## src/rtl/hamming_decoding_receiver_if.sv

```systemverilog
// Serial-in / word-out handshake bundle for the (15,11) Hamming receiver.
interface hamming_decoding_receiver_if;
    logic        DEVICE_EN;
    logic        SER_IN;
    logic        SER_VALID;
    logic        SER_FIRST;
    logic        DATA_READY;
    logic [10:0] DATA_OUT;
    logic        DATA_VALID;
    logic        ERR_CORR;
    logic [3:0]  SYNDROME;
    logic        OVERRUN;
    logic        FRAME_ERR;
    logic [7:0]  ERR_COUNT;

    modport master (
        output DEVICE_EN, SER_IN, SER_VALID, SER_FIRST, DATA_READY,
        input  DATA_OUT, DATA_VALID, ERR_CORR, SYNDROME,
        input  OVERRUN, FRAME_ERR, ERR_COUNT
    );

    modport slave (
        input  DEVICE_EN, SER_IN, SER_VALID, SER_FIRST, DATA_READY,
        output DATA_OUT, DATA_VALID, ERR_CORR, SYNDROME,
        output OVERRUN, FRAME_ERR, ERR_COUNT
    );
endinterface

```

## src/rtl/hamming_decoding_receiver.sv

```systemverilog
// Serial (15,11) Hamming receiver with single-error correction.
// Optional corrected-error counter enabled by ERR_COUNT_EN.
module hamming_decoding_receiver (
    input logic CLK,
    input logic REST,
    hamming_decoding_receiver_if.slave bus
);
    typedef enum logic {IDLE, RECV} state_t;

    state_t      state, state_nx;
    logic [3:0]  cnt, cnt_nx;
    logic [14:1] word;
    logic        smp;
    logic        wr, clr, done, frame_nx;

    logic [15:1] cw;
    logic [3:0]  syn;
    logic [10:0] data;

    logic [10:0] out_q;
    logic [3:0]  syn_q;
    logic        corr_q, valid_q, ovr_q, frame_q;
    logic        load;

    assign smp = bus.SER_VALID & bus.DEVICE_EN;

    function automatic logic [3:0] dpos(input int i);
        return 4'(i < 1 ? 3 : (i < 4 ? i + 4 : i + 5));
    endfunction

    always_ff @(posedge CLK or negedge REST) begin
        if (!REST) begin
            state <= IDLE;
            cnt   <= '0;
        end else begin
            state <= state_nx;
            cnt   <= cnt_nx;
        end
    end

    always_comb begin
        state_nx = state;
        cnt_nx   = cnt;
        wr       = 1'b0;
        clr      = 1'b0;
        done     = 1'b0;
        frame_nx = 1'b0;
        if (smp) begin
            unique case (state)
                IDLE: begin
                    if (bus.SER_FIRST) begin
                        state_nx = RECV;
                        cnt_nx   = 4'd1;
                        clr      = 1'b1;
                    end
                end
                RECV: begin
                    if (bus.SER_FIRST) begin
                        frame_nx = 1'b1;
                        cnt_nx   = 4'd1;
                        clr      = 1'b1;
                    end else if (cnt == 4'd14) begin
                        done     = 1'b1;
                        state_nx = IDLE;
                        cnt_nx   = '0;
                    end else begin
                        wr     = 1'b1;
                        cnt_nx = cnt + 4'd1;
                    end
                end
            endcase
        end
    end

    always_ff @(posedge CLK or negedge REST) begin
        if (!REST) begin
            word <= '0;
        end else if (clr) begin
            word <= {13'b0, bus.SER_IN};
        end else if (wr) begin
            word[cnt + 4'd1] <= bus.SER_IN;
        end
    end

    // The 15th bit is decoded straight off the line, never stored.
    assign cw = {bus.SER_IN, word};

    always_comb begin
        syn = '0;
        for (int i = 1; i <= 15; i++) begin
            if (cw[i]) syn = syn ^ 4'(i);
        end
        data = '0;
        for (int i = 0; i < 11; i++) begin
            data[i] = cw[dpos(i)] ^ (syn == dpos(i));
        end
    end

    assign load = done & (~valid_q | bus.DATA_READY);

    always_ff @(posedge CLK or negedge REST) begin
        if (!REST) begin
            out_q   <= '0;
            syn_q   <= '0;
            corr_q  <= 1'b0;
            valid_q <= 1'b0;
            ovr_q   <= 1'b0;
            frame_q <= 1'b0;
        end else begin
            ovr_q   <= done & valid_q & ~bus.DATA_READY;
            frame_q <= frame_nx;
            if (load) begin
                out_q   <= data;
                syn_q   <= syn;
                corr_q  <= (syn != 4'd0);
                valid_q <= 1'b1;
            end else if (valid_q & bus.DATA_READY) begin
                valid_q <= 1'b0;
            end
        end
    end

`ifdef ERR_COUNT_EN
    logic [7:0] err_cnt;

    always_ff @(posedge CLK or negedge REST) begin
        if (!REST) begin
            err_cnt <= '0;
        end else if (load && syn != 4'd0 && err_cnt != 8'hFF) begin
            err_cnt <= err_cnt + 8'd1;
        end
    end

    assign bus.ERR_COUNT = err_cnt;
`else
    assign bus.ERR_COUNT = 8'h00;
`endif

    assign bus.DATA_OUT   = out_q;
    assign bus.SYNDROME   = syn_q;
    assign bus.ERR_CORR   = corr_q;
    assign bus.DATA_VALID = valid_q;
    assign bus.OVERRUN    = ovr_q;
    assign bus.FRAME_ERR  = frame_q;
endmodule

```

## src/flat_wrapper.sv

```systemverilog
// flat-port wrapper written by rule: the top's interface ports become plain ports
module hamming_decoding_receiver_flat 
  (CLK, REST, bus_DEVICE_EN, bus_SER_IN, bus_SER_VALID, bus_SER_FIRST, bus_DATA_READY, bus_DATA_OUT, bus_DATA_VALID, bus_ERR_CORR, bus_SYNDROME, bus_OVERRUN, bus_FRAME_ERR, bus_ERR_COUNT);
  hamming_decoding_receiver_if bus_i ();
  input logic CLK;
  input logic REST;
  input wire logic [$bits(bus_i.DEVICE_EN)-1:0] bus_DEVICE_EN;
  input wire logic [$bits(bus_i.SER_IN)-1:0] bus_SER_IN;
  input wire logic [$bits(bus_i.SER_VALID)-1:0] bus_SER_VALID;
  input wire logic [$bits(bus_i.SER_FIRST)-1:0] bus_SER_FIRST;
  input wire logic [$bits(bus_i.DATA_READY)-1:0] bus_DATA_READY;
  output wire logic [$bits(bus_i.DATA_OUT)-1:0] bus_DATA_OUT;
  output wire logic [$bits(bus_i.DATA_VALID)-1:0] bus_DATA_VALID;
  output wire logic [$bits(bus_i.ERR_CORR)-1:0] bus_ERR_CORR;
  output wire logic [$bits(bus_i.SYNDROME)-1:0] bus_SYNDROME;
  output wire logic [$bits(bus_i.OVERRUN)-1:0] bus_OVERRUN;
  output wire logic [$bits(bus_i.FRAME_ERR)-1:0] bus_FRAME_ERR;
  output wire logic [$bits(bus_i.ERR_COUNT)-1:0] bus_ERR_COUNT;
  assign bus_i.DEVICE_EN = bus_DEVICE_EN;
  assign bus_i.SER_IN = bus_SER_IN;
  assign bus_i.SER_VALID = bus_SER_VALID;
  assign bus_i.SER_FIRST = bus_SER_FIRST;
  assign bus_i.DATA_READY = bus_DATA_READY;
  assign bus_DATA_OUT = bus_i.DATA_OUT;
  assign bus_DATA_VALID = bus_i.DATA_VALID;
  assign bus_ERR_CORR = bus_i.ERR_CORR;
  assign bus_SYNDROME = bus_i.SYNDROME;
  assign bus_OVERRUN = bus_i.OVERRUN;
  assign bus_FRAME_ERR = bus_i.FRAME_ERR;
  assign bus_ERR_COUNT = bus_i.ERR_COUNT;
  hamming_decoding_receiver u_core (.CLK(CLK), .REST(REST), .bus(bus_i));
endmodule
```

## config.mk

```make
export PLATFORM = sky130hd
export DESIGN_NAME = hamming_decoding_receiver_flat
export DESIGN_NICKNAME = d
export VERILOG_FILES = /design/src/rtl/hamming_decoding_receiver_if.sv /design/src/rtl/hamming_decoding_receiver.sv /design/src/flat_wrapper.sv
export SDC_FILE = /design/constraint.sdc
export NUM_CORES = 1
export LEC_CHECK = 0
export CORE_ASPECT_RATIO = 0.6
export CORE_MARGIN = 2
export CORE_UTILIZATION = 46
export CTS_CLUSTER_SIZE = 40
export DETAILED_ROUTE_END_ITERATION = 10
export GPL_TIMING_DRIVEN = 0
export HOLD_SLACK_MARGIN = 0.12
export PLACE_DENSITY = 0.7
export SYNTH_ARGS = -nofsm -noshare
export SYNTH_HDL_FRONTEND = slang
export SYNTH_SLANG_ARGS = --single-unit
```

## constraint.sdc

```tcl
create_clock -name CLK -period 2.6 [get_ports CLK]
set_input_delay 0.65 -clock CLK [delete_from_list [all_inputs] [get_ports CLK]]
set_output_delay 0.65 -clock CLK [all_outputs]
set_load 0.02 [all_outputs]
```

-- Yosys cells after proc, flatten, opt, wreduce, memory -nomap -nowiden
Index checks and enable logic that the tools add are counted.
- bits in registers: 38
- latch bits: 0
- RAM bits: 0
- bits in read-only memories: 0
- input bits: 7
- output and inout port bits: 27
- logic and storage cells: 104
- memories: 0
- $add $sub $neg: 1
- $mul: 0
- div/mod/pow operators: 0
- $lt $le $gt $ge: 2
- equality and inequality tests: 13
- shift operators: 0
- mux-type cells: 40
- bitwise gates (word level): 34
- reduce and logical (&&, ||, !) cells: 5
- operator list (operator ; count):
    2-to-1 mux 4 bit ; 11
    == test 4 bit (second input constant) ; 8
    2-to-1 mux 14 bit ; 2
    2-to-1 mux 1 bit ; 17
    bitwise mux 14 bit ; 1
    == test 4 x 3 -> 1 bit (second input constant) ; 3
    2-to-1 mux 3 bit ; 4
    NOT 2 bit ; 6
    NOT 3 bit ; 4
    bitwise XOR 1 bit ; 11
    one-hot mux 4 bit (2 select lines) ; 1
    AND 1 bit ; 5
    less-than comparator 4 x 5 -> 1 bit (second input constant) ; 1
    adder 4 x 1 -> 4 bit (second input constant) ; 1
    demux 1 bit (select 4 bit) ; 1
    == test 4 x 2 -> 1 bit (second input constant) ; 1
    >= comparator 4 x 1 -> 1 bit (second input constant) ; 1
    2-to-1 mux 2 bit ; 2
    NOT 4 bit ; 1
    nonzero test 2 bit ; 2
    nonzero test 4 bit ; 1
    NOT 1 bit ; 3
    NOT 1 bit (first input constant) ; 3
    inequality test 2 bit (second input constant) ; 1
    other kinds (4) ; 4

-- Logic depth before layout (Yosys ltp)
- depth after elaboration: 28
- gate-level depth with buffers: 8
- gate-level depth less buffers: 7

-- Worst setup path after synthesis
OpenSTA, ideal clock, no wires.
- kind: input port to flip-flop
- start: input port bus_SER_IN
- end: register u_core.out_q[10] (netlist: u_core.bus.DATA_OUT[10])
- setup time: 125 ps
- data arrival time: 2360 ps
- data required time: 2475 ps
- slack: 116 ps
- stages on the path: 6
- path buffers: 0
- cells stage by stage: xnor2_2 xnor3_2 or3_4 a21oi_1 mux2i_1 mux2_2
- longest elaborated chain between the ends: 3
- ends and longest elaborated chain (element ; RTL line ; RTL):
    start: declaration ; flat_wrapper.sv:8 ; input wire logic [$bits(bus_i.SER_IN)-1:0] bus_SER_IN;
    2-to-1 mux 4 bit ; hamming_decoding_receiver.sv:91 ; if (cw[i]) syn = syn ^ 4'(i);
    == test 4 bit ; hamming_decoding_receiver.sv:95 ; data[i] = cw[dpos(i)] ^ (syn == dpos(i));
    bitwise XOR 1 bit (*) ; hamming_decoding_receiver.sv:95 ;
    end signal: assignment ; hamming_decoding_receiver.sv:113 ; out_q <= data;
    end: declaration ; hamming_decoding_receiver.sv:20 ; logic [10:0] out_q;
Every way passes the cells marked *; elsewhere a longest branch is shown, timed or not.
A chain may end at the register's enable or synchronous reset.

-- Worst setup path after layout
Same ends and word-level chain as after synthesis.

==> flow_summary_export.csv <==
group,metric,value,unit
run_status,outcome,"finished clean",
clock_tree,numClockSinks,38,
timing,holdWs,443.7,ps
drt,drt-pass1-iter-count,4,
cells_and_area,seq_area,950.9,µm²
clock_tree,cts_root_buffer,"clkbuf_8",
cells_and_area,nNetsFinal,278,
drt,finalWirelength,4569,µm
grt,grtUsageMet3,4.551,%
floorplan,fp-row-count,19,
cells_and_area,multi_input_area,0.001221,mm²
critical_path,crit_arrival,2750,ps
cells_and_area,drive_above_1_share,12.73,%
timing,slew_headroom,44.95,%
yosys,ys_types,33,
timing,fin_setup_tns,0,ps
clock_tree,cts_buffers,5,
flow_run,maxCapViolations,0,
clock_tree,clk_path_buf_depth,2,
timing,period_share,98.99,%
critical_path,critPathRequiredTime,2780,ps
floorplan,core,0.004612,mm²
critical_path,critPathMaxFanout,5,
floorplan,die_area,0.005427,mm²
timing,min_period,2574,ps
yosys,yosysMostFrequentCell,"dfrtp_1",
placement,dp.cells,320,
timing,setup_ws,26.39,ps
grt,grt.overflow.total,0,
timing,hold_viol,0,
placement,hpwl,3334,µm
critical_path,r2r_setup_slack,150,ps
grt,grt_busiest_layer,"met1",
yosys,yosys_most_used_dff,"dfrtp_1",
clock_tree,cts_tree,"done",
pwr,p_leak,1.180,nW
yosys,ys_seq_area_share,42.74,%
yosys,ys_async_sr_fraction,100.0,%
cells_and_area,syn_to_final_growth,21.54,%
drt,route.vias.total,1716,
yosys,synth_seq_cells,38,
grt,grt_max_degree,39,
clock_tree,h-tree-depth,2,
critical_path,start_kind,"input port",
critical_path,r2r_start,"u_core.word[11]",
grt,use_met1,30.69,%
critical_path,setup.worst_path.start,"bus_SER_IN",
yosys,netlist_area,0.002225,mm²
drt,drc,0,
floorplan,die_w,93.78,µm
drt,post_drt_wl_per_cell,13.85,µm
yosys,syn_area_per_cell,9.887,µm²
yosys,yosys.area.top_type,"dfrtp_1",
timing,rsz0062_at_grt,"true",
critical_path,critPathKind,"in2reg",
grt,grt_pass1_vias,1513,
yosys,synth-edff-count,0,
clock_tree,ctsHoldBuffers,0,
timing,maxSlewViolCount,0,
placement,placement.io_buffers,25,
timing,fmax,388.6,MHz
timing,fin_skew,7.044,ps
pwr,p_total,1.511,mW
grt,grt_util_all_layers,18.72,%
yosys,synthTopCellsByCount,"38 x dfrtp_1, 28 x o21ai_0, 27 x nand2_1",
placement,gp_congestion,0.8594,
timing,setup_viol,0,
grt,use_met2,24.18,%
yosys,synth_top_cells_by_area,"dfrtp_1 43%, xnor2_1 7.1%, o21ai_0 6.3%, xor2_1 5.1%, nand2_1 4.6%",
cells_and_area,num-fill-cells,413,
clock_tree,cts.clk_slew.worst_paths,80,ps
drt,ant_nets,0,
floorplan,die_h,57.87,µm
grt,grt_first_pass_wirelength,7707,µm
grt,grt_antenna_before_repair,0,
timing,worstMarginPinSlew,825.8,ps
cells_and_area,diodes,0,
floorplan,ios,34,
pwr,power_density,558.8,mW/mm²
drt,vias_per_cell,5.200,
drt,drtIter0Drc,146,
clock_tree,clkLatencyLatePin,290,ps
floorplan,initial_core_util,48.24,%
yosys,yosys.area.top_type_share,42.74,%
critical_path,endpoint_kind,"flop",
hold_path,hold_path_class,"in2async",
yosys,synth_cells,225,
pwr,peakVddDrop,262.9,µV
yosys,ys_warn_count,0,
placement,post-place-ws,-666.7,ps
cells_and_area,fin_cells,330,
[critical path, stage by stage]
cell and delay (ps):
dlygate4sd2_1 300, xnor2_2 170, buf_4 160, xor3_4 480, or3_4 390, a21oi_1 190
mux2i_1 120, mux2_2 280
[report_power, final]
| group | internal (mW) | leakage (nW) | switching, mW |
|---|---|---|---|
| Combinational | 0.172 | 0.612 | 0.249 |
| Sequential | 0.619 | 0.521 | 0.0387 |
| Clock | 0.213 | 0.0472 | 0.219 |
| Total | 1.00 | 1.18 | 0.507 |
[layout make-up]
type                    count  area share (%)
flip-flops and latches     38           35.17
clock buffers               6           3.054
plain buffers              15           3.239
multi-input cells         176           45.16
clock inverters             2          0.4627
well taps                  63           2.915
repair buffers             27           9.579
inverters                   3          0.4165
[cell families after synthesis]
logic type	after synthesis	share of synthesized area, %
compound gates	60	15.52
xor+xnor	37	18.28
fa+ha+maj	5	2.812
buf+inv	18	4.443
flops	38	42.74
mux	4	1.968
other cells	1	0.1686
simple gates	62	14.06
[path summary, 6_finish.rpt]
| path | depth (start not counted) | endpoint |
|---|---|---|
| worst max-delay path | 8 | u_core.bus.DATA_OUT[10] |
| max in group asynchronous | 1 | u_core.bus.SYNDROME[0] |
| worst min-delay path | 1 | u_core.cnt[1] |
| worst max register to register | 6 | u_core.bus.DATA_OUT[10] |
| min in group CLK | 2 | u_core.bus.SYNDROME[2] |
| worst min register to register | 2 | u_core.bus.SYNDROME[2] |
[flip-flops by register name, indices dropped and copies added, names as in the netlist]
| signal | cells |
|---|---|
| u_core.bus.ERR_CORR | 1 |
| u_core.bus.DATA_VALID | 1 |
| u_core.cnt | 4 |
| u_core.bus.SYNDROME | 4 |
| u_core.bus.OVERRUN | 1 |
| u_core.bus.FRAME_ERR | 1 |
| u_core.state | 1 |
| u_core.word | 14 |
| u_core.bus.DATA_OUT | 11 |
[timing repair]
item | CTS | global route
endpoints found under the setup margin | 12 | 9
buffers inserted | 2 | 0
gates resized for setup | 1 | 3
pin swaps | 2 | 0
[cell usage in the layout, fill, tap and decap left out, types with 4 or more instances in the layout]
cell             Yosys  routed
xor2_1              13      12
or3_1               14      14
ha_1                 5       5
buf_4                8      10
o21ai_0             28      28
xnor2_1             18      17
clkbuf_8             0       6
nand3_1              5       5
clkdlybuf4s50_1      0      23
conb_1               1       8
nor3_1               4       4
o211ai_1            10      10
dfrtp_1             38      38
clkbuf_1             6       6
nand2_1             27      27
a21oi_1             15      15
[per-stage QoR]
stage	area (µm²)	util, %
2_1_floorplan	2251	-
3_3_place_gp	2580	55.94
3_5_place_dp	2575	55.83
4_1_cts	2684	58.19
5_1_grt	2704	58.63
6_report	2704	58.63
[routing by layer]
| metal | up-vias | routed length, µm |
|---|---|---|
| li1 | 850 | - |
| met1 | 817 | 2484 |
| met2 | 45 | 1794 |
| met3 | 4 | 245 |
| met4 | 0 | 45 |
| met5 | - | 0 |
No activity file was read; power rests on OpenSTA's default activity.
